$ cat src/rtl/digit_frame_receiver.sv
// digit_frame_receiver
//   Far-end UART (8N1, LSB first) receiver for the calculator digit echo
//   stream. ASCII digits are packed into a nibble buffer of up to 8 digits.
//   Frames have no terminator, so a line-idle gap ends a frame and
//   publishes the buffer.
//
// Ports
//   clk          system clock
//   reset        synchronous, active-high
//   rxd          asynchronous UART line, idle high
//   digits       frame digits, newest in [3:0], unused nibbles zero
//   count        digits in frame, 0..8
//   frame_valid  one-cycle pulse when the outputs below update
//   frame_error  frame held a non-digit byte or a bad stop bit
//   overflow     frame held more than 8 digits
module digit_frame_receiver #(
    parameter int CLKS_PER_BIT = 5208,
    parameter int GAP_BITS     = 20
) (
    input  logic        clk,
    input  logic        reset,
    input  logic        rxd,
    output logic [31:0] digits,
    output logic [3:0]  count,
    output logic        frame_valid,
    output logic        frame_error,
    output logic        overflow
);
    localparam int TW      = $clog2(CLKS_PER_BIT);
    localparam int GAP_CYC = GAP_BITS * CLKS_PER_BIT;
    localparam int GW      = $clog2(GAP_CYC);

    localparam logic [TW-1:0] HALF_LAST = TW'(CLKS_PER_BIT / 2 - 1);
    localparam logic [TW-1:0] BIT_LAST  = TW'(CLKS_PER_BIT - 1);
    // Publish on the cycle the gap counter steps to GAP_CYC-1; the registered
    // outputs then appear exactly GAP_CYC cycles after the byte event.
    localparam logic [GW-1:0] GAP_PUB   = GW'(GAP_CYC - 2);

    typedef enum logic [2:0] {R_ARM, R_IDLE, R_START, R_DATA, R_STOP} rx_state_e;
    typedef enum logic {F_IDLE, F_COLLECT} f_state_e;

    // ---------------- synchronizer ----------------
    logic [1:0] sync_q;
    logic       rxs;
    assign rxs = sync_q[1];

    // ---------------- bit receiver ----------------
    rx_state_e     rx_state_q, rx_state_d;
    logic [TW-1:0] timer_q, timer_d;
    logic [2:0]    bit_idx_q, bit_idx_d;
    logic [7:0]    shift_q, shift_d;
    logic          byte_ok, byte_bad;

    always_comb begin
        rx_state_d = rx_state_q;
        timer_d    = timer_q + 1'b1;
        bit_idx_d  = bit_idx_q;
        shift_d    = shift_q;
        byte_ok    = 1'b0;
        byte_bad   = 1'b0;
        case (rx_state_q)
            R_ARM: begin
                timer_d = '0;
                if (rxs) rx_state_d = R_IDLE;
            end
            R_IDLE: begin
                timer_d = '0;
                if (!rxs) rx_state_d = R_START;
            end
            R_START: begin
                if (timer_q == HALF_LAST) begin
                    timer_d   = '0;
                    bit_idx_d = '0;
                    rx_state_d = rxs ? R_IDLE : R_DATA;
                end
            end
            R_DATA: begin
                if (timer_q == BIT_LAST) begin
                    timer_d   = '0;
                    shift_d   = {rxs, shift_q[7:1]};
                    bit_idx_d = bit_idx_q + 1'b1;
                    if (bit_idx_q == 3'd7) rx_state_d = R_STOP;
                end
            end
            R_STOP: begin
                if (timer_q == BIT_LAST) begin
                    timer_d = '0;
                    if (rxs) begin
                        byte_ok    = 1'b1;
                        rx_state_d = R_IDLE;
                    end else begin
                        // Framing error: wait for a high line before hunting
                        // for the next start bit.
                        byte_bad   = 1'b1;
                        rx_state_d = R_ARM;
                    end
                end
            end
            default: rx_state_d = R_ARM;
        endcase
    end

    // ---------------- frame assembler ----------------
    f_state_e      f_state_q, f_state_d;
    logic [31:0]   buf_q, buf_d;
    logic [3:0]    cnt_q, cnt_d;
    logic          err_q, err_d, ovf_q, ovf_d;
    logic [GW-1:0] gap_q, gap_d;
    logic [31:0]   digits_q, digits_d;
    logic [3:0]    count_q, count_d;
    logic          fv_q, fv_d, ferr_q, ferr_d, fovf_q, fovf_d;
    logic          is_digit, rx_busy;

    assign is_digit = (shift_q[7:4] == 4'h3) && (shift_q[3:0] <= 4'd9);
    // A start edge seen in IDLE counts as busy so it wins over a frame end
    // landing in the same cycle.
    assign rx_busy  = (rx_state_q != R_IDLE) || !rxs;

    always_comb begin
        f_state_d = f_state_q;
        buf_d     = buf_q;
        cnt_d     = cnt_q;
        err_d     = err_q;
        ovf_d     = ovf_q;
        gap_d     = gap_q;
        digits_d  = digits_q;
        count_d   = count_q;
        ferr_d    = ferr_q;
        fovf_d    = fovf_q;
        fv_d      = 1'b0;
        if (byte_ok || byte_bad) begin
            f_state_d = F_COLLECT;
            gap_d     = '0;
            if (f_state_q == F_IDLE) begin
                buf_d = '0;
                cnt_d = '0;
                err_d = 1'b0;
                ovf_d = 1'b0;
            end
            if (byte_ok && is_digit) begin
                buf_d = {buf_d[27:0], shift_q[3:0]};
                if (cnt_d == 4'd8) ovf_d = 1'b1;
                else               cnt_d = cnt_d + 1'b1;
            end else begin
                err_d = 1'b1;
            end
        end else if (f_state_q == F_COLLECT) begin
            if (rx_busy) begin
                gap_d = '0;
            end else if (gap_q == GAP_PUB) begin
                digits_d  = buf_q;
                count_d   = cnt_q;
                ferr_d    = err_q;
                fovf_d    = ovf_q;
                fv_d      = 1'b1;
                gap_d     = '0;
                f_state_d = F_IDLE;
            end else begin
                gap_d = gap_q + 1'b1;
            end
        end
    end

    always_ff @(posedge clk) begin
        if (reset) begin
            sync_q     <= 2'b00;
            rx_state_q <= R_ARM;
            timer_q    <= '0;
            bit_idx_q  <= '0;
            shift_q    <= '0;
            f_state_q  <= F_IDLE;
            buf_q      <= '0;
            cnt_q      <= '0;
            err_q      <= 1'b0;
            ovf_q      <= 1'b0;
            gap_q      <= '0;
            digits_q   <= '0;
            count_q    <= '0;
            fv_q       <= 1'b0;
            ferr_q     <= 1'b0;
            fovf_q     <= 1'b0;
        end else begin
            sync_q     <= {sync_q[0], rxd};
            rx_state_q <= rx_state_d;
            timer_q    <= timer_d;
            bit_idx_q  <= bit_idx_d;
            shift_q    <= shift_d;
            f_state_q  <= f_state_d;
            buf_q      <= buf_d;
            cnt_q      <= cnt_d;
            err_q      <= err_d;
            ovf_q      <= ovf_d;
            gap_q      <= gap_d;
            digits_q   <= digits_d;
            count_q    <= count_d;
            fv_q       <= fv_d;
            ferr_q     <= ferr_d;
            fovf_q     <= fovf_d;
        end
    end

    assign digits      = digits_q;
    assign count       = count_q;
    assign frame_valid = fv_q;
    assign frame_error = ferr_q;
    assign overflow    = fovf_q;

endmodule

$ cat config.mk
export PLATFORM = sky130hd
export DESIGN_NAME = digit_frame_receiver
export DESIGN_NICKNAME = d
export VERILOG_FILES = /design/src/rtl/digit_frame_receiver.sv
export SDC_FILE = /design/constraint.sdc
export NUM_CORES = 1
export LEC_CHECK = 0
export ABC_AREA = 1
export ABC_CLOCK_PERIOD_IN_PS = 1900
export BUFFER_PORTS_ARGS = -buffer_cell sky130_fd_sc_hd__clkbuf_2
export CORE_ASPECT_RATIO = 0.8
export CORE_MARGIN = 4
export CORE_UTILIZATION = 60
export CTS_CLUSTER_SIZE = 20
export DETAILED_ROUTE_END_ITERATION = 10
export PLACE_DENSITY = 0.87
export SYNTH_ARGS = -nofsm -noshare
export SYNTH_HDL_FRONTEND = slang
export SYNTH_SLANG_ARGS = --single-unit
$ cat constraint.sdc
create_clock -name clk -period 1.9 [get_ports clk]
set_input_delay 0.19 -clock clk [delete_from_list [all_inputs] [get_ports clk]]
set_output_delay 0.19 -clock clk [all_outputs]
set_load 0.02 [all_outputs]
==> key figures, run 1 <==
Run status
  • Status: finished, violations left
  • Violations in the final reports: DRC

Clock network
  • Clock tree from TritonCTS: yes
  • Buffer cell driving the clock tree root: clkbuf_16
  • Htree depth: 4
  • Later-pin clock latency in the skew report: 0.42 ns
  • Total CTS buffers: 17
  • Buffers from clock root to sink, at most: 2
  • Clock input transition at the sequential cells of the worst setup and hold paths: roughly 0.050 ns
  • CTS sink cnt: 124

Synthesis
  • Number of instances in the synthesized netlist: 808
  • Post-Synthesis Mean Instance Area: between 7 and 8 um^2
  • Proportion of synthesized flip-flops having asynchronous set or reset: 0
  • Part of the Yosys area used for sequential elements: 0.435
  • Yosys warning total: 0
  • Seq cells post-synth: roughly 120
  • Post-synth top flop: dfxtp_1
  • Number of flops mapped to enable cells by yosys: 0
  • Net count after synthesis: about 800
  • Cell Area, Synth: between 0.005 and 0.006 mm^2
  • Distinct cell type count of the synthesized netlist: 38

Setup path
  • Maximum net fanout on the critical path: 5
  • CP required: around 2.2 ns
  • Critical Path AT: roughly 2.1 ns
  • Kind of critical path: flip-flop to flip-flop
  • Origin of the worst setup path: gap_q[1]$_SDFFE_PP0P_
  • Critical Path Sink: gap_q[16]$_SDFFE_PP0P_
  • Startpoint of the worst register-to-register path: gap_q[1]$_SDFFE_PP0P_
  • R2R cell count: 9
  • Terminus of the critical flop-to-flop path: gap_q[16]$_SDFFE_PP0P_
  • Setup slack of the most critical reg-to-reg path: roughly 0.075 ns
  • Startpoint kind of the worst setup timing path: flip-flop
  • Type of element capturing the critical path: flip-flop

Timing
  • Part of the cycle the worst path needs: 0.961
  • Pin slew with the least headroom to its limit: between 0.4 and 0.5 ns
  • Final Hold Fails: 0
  • Total Negative Setup Slacks: 0 ns
  • Period minus WS final: 1.83 ns
  • Relative slew slack: 0.677
  • Worst hold margin: approximately 0.16 ns
  • Final Max Tran Viols: 0
  • Max Fclk: roughly 550 MHz
  • Post-Route Skew: roughly 0.0074 ns
  • Finish-stage setup viols: 0

GRT
  • Total congestion overflow after global routing: 0
  • Number of antenna violations at the first check in global routing: 0
  • Global-route wire length before repair: between 20 and 25 mm
  • Aggregate global-route resource usage: 0.259
  • Vias in the first global route: 5208
  • Largest net degree at the start of global routing: 76

Route
  • DR vias/cell: approximately 5.6
  • Remaining number of nets flagged by the antenna check after routing: 0
  • Number of design-rule violations left by the first detailed-router iteration: 644
  • Remaining routing DRC violations: 1
  • Initial DRT Pass Iterations: 8
  • Total length of routed wires: 13.8 mm
  • Average routed wire per standard cell: roughly 14 um
  • Via count of the routed design: approximately 5.5k

Placed design
  • HPWL after detailed placement: 9.15 mm
  • Placed instance count: 948
  • Gp weighted congestion: between 0.9 and 1
  • IO buf count: 41

Min path
  • HP Start: reset
  • Kind of path behind the tightest hold check: primary input to flip-flop

Die
  • Placeable core region: a little over 0.009 mm^2
  • Effective utilization at floorplan: 0.623
  • Overall die area: around 0.011 mm^2
  • Die span in y: about 95 um
  • Number of top-level pins: 42
  • Number of core rows: 31
  • Die X: approximately 120 um

Power and ir drop
  • Cell Pwr Density: between 900 and 1000 mW/mm^2
  • Largest vdd supply drop: between 0.8 and 0.9 mV
  • Static Leak: approximately 3 nW

Layout
  • Fraction of final layout cells with drive strength greater than 1: 0.140
  • Non-filler instance count after layout: between 900 and 1k
  • Final layout net count: 864
  • Diode insertion count for antenna repair: 0
  • Signed area change from the synthesized netlist to the final layout: 18.2%

Run
  • Number of maximum-capacitance violations: 0
## cells by family after synthesis
group / Yosys count / synth area share
buffers and inverters: 149 / 0.107
xor gates and xnor gates: 13 / 0.0200
AOI/OAI and AO/OA: 170 / 0.155
DFF: 124 / 0.435
and+or+nand+nor: 345 / 0.267
adders and majority gates: 7 / 0.0154
## worst max-delay path, cell delays in order, from the launching register on
cell and delay [ns]:
dfxtp_1 0.39, ha_1 0.19, nand2_1 0.07, nor2_1 0.18
nand2_1 0.20, nor2_4 0.17, nand2_1 0.10, nor2_1 0.19
nand2_1 0.07, nor3b_2 0.15
## timing repair
item / CTS / global route
endpoints found under the hold margin: 1 / 0
gates resized for setup: 0 / 17
setup buffers: 0 / 1
endpoints found under the setup margin: 0 / 72
hold buffers: 1 / 0
## worst min-delay path by stage
stage / end / slack [ns] / cells after the start
6_report: gap_q[7]$_SDFFE_PP0P_ / 0.16 / 4
2_1_floorplan: buf_q[28]$_SDFFE_PP0P_ / 0.26 / 1
3_5_place_dp: sync_q[0]$_SDFF_PP0_ / 0.40 / 3
4_1_cts: gap_q[7]$_SDFFE_PP0P_ / 0.20 / 4
3_3_place_gp: sync_q[1]$_SDFF_PP0_ / 0.39 / 2
5_1_grt: gap_q[1]$_SDFFE_PP0P_ / 0.17 / 4
## cell usage after synthesis (all sizes together) (2+ instances only)
cell	number	area share
nor3b	5	0.0075
nor2	90	0.068
nand2	176	0.12
xor2	11	0.017
inv	113	0.074
o21ai	92	0.081
o211ai	8	0.011
nand3b	2	0.0026
nand3	44	0.042
dfxtp	124	0.44
nand4	11	0.013
ha	7	0.015
buf	20	0.022
a21oi	65	0.057
xnor2	2	0.0031
clkbuf	16	0.011
nor4	3	0.0033
nor3	14	0.012
## placed cells by master, fill, tap and decap left out, types with 2 or more instances in the layout
| cell type | netlist | final |
|---|---|---|
| clkbuf_8 | 0 | 2 |
| dfxtp_1 | 124 | 122 |
| clkinv_2 | 0 | 3 |
| buf_8 | 0 | 2 |
| nand2_1 | 171 | 170 |
| clkbuf_2 | 0 | 41 |
| nand2_4 | 1 | 2 |
| xor2_1 | 11 | 11 |
| a21oi_1 | 65 | 65 |
| inv_2 | 7 | 7 |
| o21ai_0 | 73 | 72 |
| nor3_1 | 14 | 14 |
| nor4_1 | 3 | 3 |
| clkbuf_16 | 0 | 17 |
| nand2_2 | 4 | 4 |
| dfxtp_2 | 0 | 2 |
| clkbuf_1 | 16 | 2 |
| nand4_1 | 10 | 10 |
| nor2_1 | 82 | 80 |
| bufinv_16 | 0 | 4 |
| inv_1 | 106 | 105 |
| xnor2_1 | 2 | 2 |
| nor3b_1 | 4 | 4 |
| nand3_2 | 1 | 2 |
| nand3_1 | 42 | 41 |
| ha_1 | 7 | 6 |
| nand3b_1 | 2 | 2 |
| o21ai_1 | 18 | 19 |
| nor2_2 | 4 | 3 |
| o211ai_1 | 8 | 8 |
| nor2_4 | 3 | 6 |
| buf_12 | 0 | 3 |
| buf_4 | 3 | 15 |
## stage by stage
stage | cell area [um^2] | setup WS, ns | util | power, mW
5_1_grt | 6740 | -0.0892 | 0.736 | 6.64
4_1_cts | 6670 | 0.00684 | 0.729 | 6.45
3_5_place_dp | 6060 | 0.0270 | 0.662 | 3.15
2_1_floorplan | 5700 | 0.256 | - | 3.04
6_report | 6740 | 0.0747 | 0.736 | 6.44
3_3_place_gp | 6060 | 0.149 | 0.662 | 3.13
## state kept, by name, summed over array words and instances (netlist names)
register,flops
ovf_q,1
frame_error,1
timer_q,13
overflow,1
buf_q,32
shift_q,8
digits,32
bit_idx_q,3
gap_q,17
err_q,1
count,4
cnt_q,4
f_state_q,1
rx_state_q,3
sync_q,2
frame_valid,1
## per-layer routing
metal,track usage,up-vias,part of all wire
met1,0.321,2499,0.42
li1,-,2697,-
met4,0.146,0,0.028
met2,0.420,243,0.48
met5,0,-,0
met3,0.0552,42,0.072
## power breakdown
part / switching (mW) / total (mW) / internal [mW]
Combinational: 0.272 / 0.426 / 0.154
Clock: 1.09 / 3.32 / 2.23
Sequential: 0.0583 / 2.70 / 2.64
## area by class of cell
class	instances	area (um^2)
Clock inverter	8	143
Clock buffer	21	460
Tap cell	115	144
Fill cell	681	2410
Multi-Input combinational cell	535	2660
Inverter	113	424
Timing Repair Buffer	63	429
Sequential cell	124	2480
(Power assumes the default switching activity.)
==> run 2: changes to the inputs <==
REMOVE_ABC_BUFFERS = 1   (was default)
==> run 2 against run 1 <==
Net effect: the run now ends clean; sequential share of layout area about the same; global-route usage down 1.4 points; combinational power grew 2%; sequential power about the same; clock power grew 3%; maximum frequency grew 1.7%; clock skew hardly changed; highest routed layer unchanged.
==> key figures, run 2 (same netlist as run 1, synthesis figures left out) <==
Run status
  • Status: complete, no violations

Timing
  • Pin slew with the least headroom to its limit: 0.452 ns (-0.0319 ns)
  • Max Fclk: 557 MHz (+1.7%)
  • Unrepaired setup endpoints after global routing: no
  • Worst Slack Setup Final: 0.105 ns (+0.0300 ns)
  • Finish-stage setup viols: 0 (unchanged)
  • Relative slew slack: 0.699 (+0.0213)
  • Final Hold Fails: 0 (unchanged)
  • Part of the cycle the worst path needs: 0.945 (-0.0158)
  • Final Max Tran Viols: 0 (unchanged)
  • Period minus WS final: 1.80 ns (-0.0300 ns)
  • Post-Route Skew: 0.00746 ns (+0.0000933 ns)

Layout
  • Final Instance Area: 0.00674 mm^2 (about the same)
  • Most frequent cells in the layout: nand2_1, dfxtp_1, inv_1
  • Combined area of the multi-input logic cells: 0.00264 mm^2 (-0.47%)
  • Final layout net count: 863 (-0.12%)
  • Diode insertion count for antenna repair: 0 (unchanged)
  • Non-filler instance count after layout: 981 (+0.20%)
  • Signed area change from the synthesized netlist to the final layout: 18.1% (about the same)
  • Final design utilization: 0.736 (about the same)
  • Fill cells: 689 (+1.2%)
  • Fraction of final layout cells with drive strength greater than 1: 0.140 (-0.000323)
  • Most frequent standard cell in the layout excluding fill and tap cells: nand2_1
  • Sequential cell area in the final layout: 0.00248 mm^2 (unchanged)

Placed design
  • IO buf count: 41 (unchanged)
  • HPWL after detailed placement: 8.82 mm (-3.6%)
  • Placed instance count: 947 (-0.11%)
  • Placement Cell Area: 0.00606 mm^2 (about the same)
  • Setup slack after placement: 0.0910 ns (+0.0640 ns)
  • Gp weighted congestion: 0.929 (+1.8%)

Setup path
  • Terminus of the critical flop-to-flop path: buf_q[21]$_SDFFE_PP0P_
  • Critical Path AT: 2.10 ns (-0.03 ns)
  • Slowest cell on the critical path: dfxtp_2
  • Slowest cell delay on critical path: 0.37 ns (-0.02 ns)
  • Critical Path Sink: buf_q[21]$_SDFFE_PP0P_
  • Cell breakdown of the critical path: ha_4, nand2_1, nor2_4, nand3_4, nor2_8, buf_12, o21ai_0, o21ai_1, inv_1
  • Maximum net fanout on the critical path: 23 (+18)
  • R2R cell count: 9 (unchanged)
  • Startpoint kind of the worst setup timing path: flip-flop
  • CP required: 2.20 ns (about the same)
  • Origin of the worst setup path: timer_q[1]$_SDFF_PP0_
  • Type of element capturing the critical path: flip-flop
  • Setup slack of the most critical reg-to-reg path: 0.10 ns (+0.03 ns)
  • Kind of critical path: flip-flop to flip-flop
  • Startpoint of the worst register-to-register path: timer_q[1]$_SDFF_PP0_

GRT
  • Aggregate global-route resource usage: 0.245 (-0.0142)
  • Number of antenna violations at the first check in global routing: 0 (unchanged)
  • Vias in the first global route: 4906 (-5.8%)
  • Largest net degree at the start of global routing: 76 (unchanged)
  • Global-route wire length before repair: 21.8 mm (-4.9%)
  • Total congestion overflow after global routing: 0 (unchanged)

Die
  • Overall die area: 0.0111 mm^2 (unchanged)
  • Number of top-level pins: 42 (unchanged)
  • Die span in y: 95.2 um (unchanged)
  • Die X: 117 um (unchanged)
  • Number of core rows: 31 (unchanged)
  • Effective utilization at floorplan: 0.623 (unchanged)
  • Placeable core region: 0.00915 mm^2 (unchanged)

Clock network
  • Buffers from clock root to sink, at most: 2 (unchanged)
  • Total CTS buffers: 17 (unchanged)
  • Later-pin clock latency in the skew report: 0.41 ns (about the same)
  • Htree depth: 4 (unchanged)
  • Clock input transition at the sequential cells of the worst setup and hold paths: 0.05 ns (about the same)
  • Clock tree from TritonCTS: yes
  • CTS sink cnt: 124 (unchanged)
  • Buffer cell driving the clock tree root: clkbuf_16

Power and ir drop
  • Cell Pwr Density: 972 mW/mm^2 (+1.7%)
  • Largest vdd supply drop: 0.844 mV (-5.1%)
  • Total power after layout: 6.55 mW (+1.6%)
  • Proportion of power drawn by combinational gates: 0.067 (about the same)
  • Register share of total power: 0.413 (-0.006)
  • Switching power of the nets: 1.46 mW (+3.1%)
  • Clock network power share: 0.520 (+0.005)
  • Internal power: 5.08 mW (+1.2%)
  • Share of total power consumed by net switching: 0.224 (+0.00334)
  • Static Leak: 2.93 nW (-0.16%)

Route
  • Average routed wire per standard cell: 13.7 um (-2.9%)
  • Number of design-rule violations left by the first detailed-router iteration: 455 (-29%)
  • Initial DRT Pass Iterations: 7 (-1)
  • Via count of the routed design: 5447 (-0.62%)
  • Remaining routing DRC violations: 0 (-1)
  • DR vias/cell: 5.55 (-0.82%)
  • Remaining number of nets flagged by the antenna check after routing: 0 (unchanged)
  • Total length of routed wires: 13.5 mm (-2.7%)

Min path
  • Kind of path behind the tightest hold check: primary input to flip-flop
  • Number of instances on the worst hold path: 2 (-2)

Run
  • Number of maximum-capacitance violations: 0 (unchanged)
run 2: worst min-delay path by stage:
stage	from	endpoint	slack, ns
floorplan	reset	bit_idx_q[1]$_SDFFE_PP0P_	0.26
finish	reset	buf_q[31]$_SDFFE_PP0P_	0.06
detailed placement	rxd	sync_q[0]$_SDFF_PP0_	0.39
global placement	rxd	sync_q[0]$_SDFF_PP0_	0.38
global route	reset	buf_q[28]$_SDFFE_PP0P_	0.08
CTS	reset	buf_q[31]$_SDFFE_PP0P_	0.06
run 2: final cells by class:
type | count | area share
multi-input combinational | 535 | 0.392
sequential | 124 | 0.369
clock buffer | 25 | 0.0721
inverter | 113 | 0.0630
timing repair buffer | 62 | 0.0622
tap | 115 | 0.0214
clock inverter | 7 | 0.0201
run 2: layer usage:
metal | GRT usage | vias to the layer above | share of wire
li1 | - | 2675 | -
met5 | 0 | - | 0
met3 | 0.0628 | 39 | 0.067
met1 | 0.313 | 2521 | 0.43
met4 | 0.104 | 0 | 0.025
met2 | 0.394 | 212 | 0.48
run 2: critical path, delay by kind of cell (launching register included):
family	cells	cell delay, ns
AND/OR/NAND/NOR	4	0.62
flip-flops	1	0.37
AO/OA/AOI/OAI	2	0.29
buffers and inverters	2	0.23
adder cells (fa/ha/maj)	1	0.16
run 2: per-stage QoR:
step / hold WS (ns) / TNS (ns)
global route: 0.0760 / 0
finish: 0.0605 / 0
floorplan: 0.259 / -58.81
detailed placement: 0.386 / 0
CTS: 0.0562 / 0
global placement: 0.384 / 0
run 2: timing repair:
action                                  in CTS  in global routing
buffers inserted                             0                  1
pin swaps                                    0                  2
hold endpoints to repair                     1                  0
gates resized for setup                      1                  9
cloned                                       0                  0
endpoints found under the setup margin       1                 64
hold buffers                                 1                  0
run 2: power by group through the flow:
| stage | Clock [mW] | Combinational [mW] | Sequential (mW) |
|---|---|---|---|
| final | 3.41 | 0.436 | 2.70 |
| after global routing | 3.58 | 0.477 | 2.71 |
| after CTS | 3.43 | 0.420 | 2.70 |
| after detailed placement | 0 | 0.403 | 2.75 |
| after global placement | 0 | 0.384 | 2.74 |
| after floorplan | 0 | 0.287 | 2.73 |
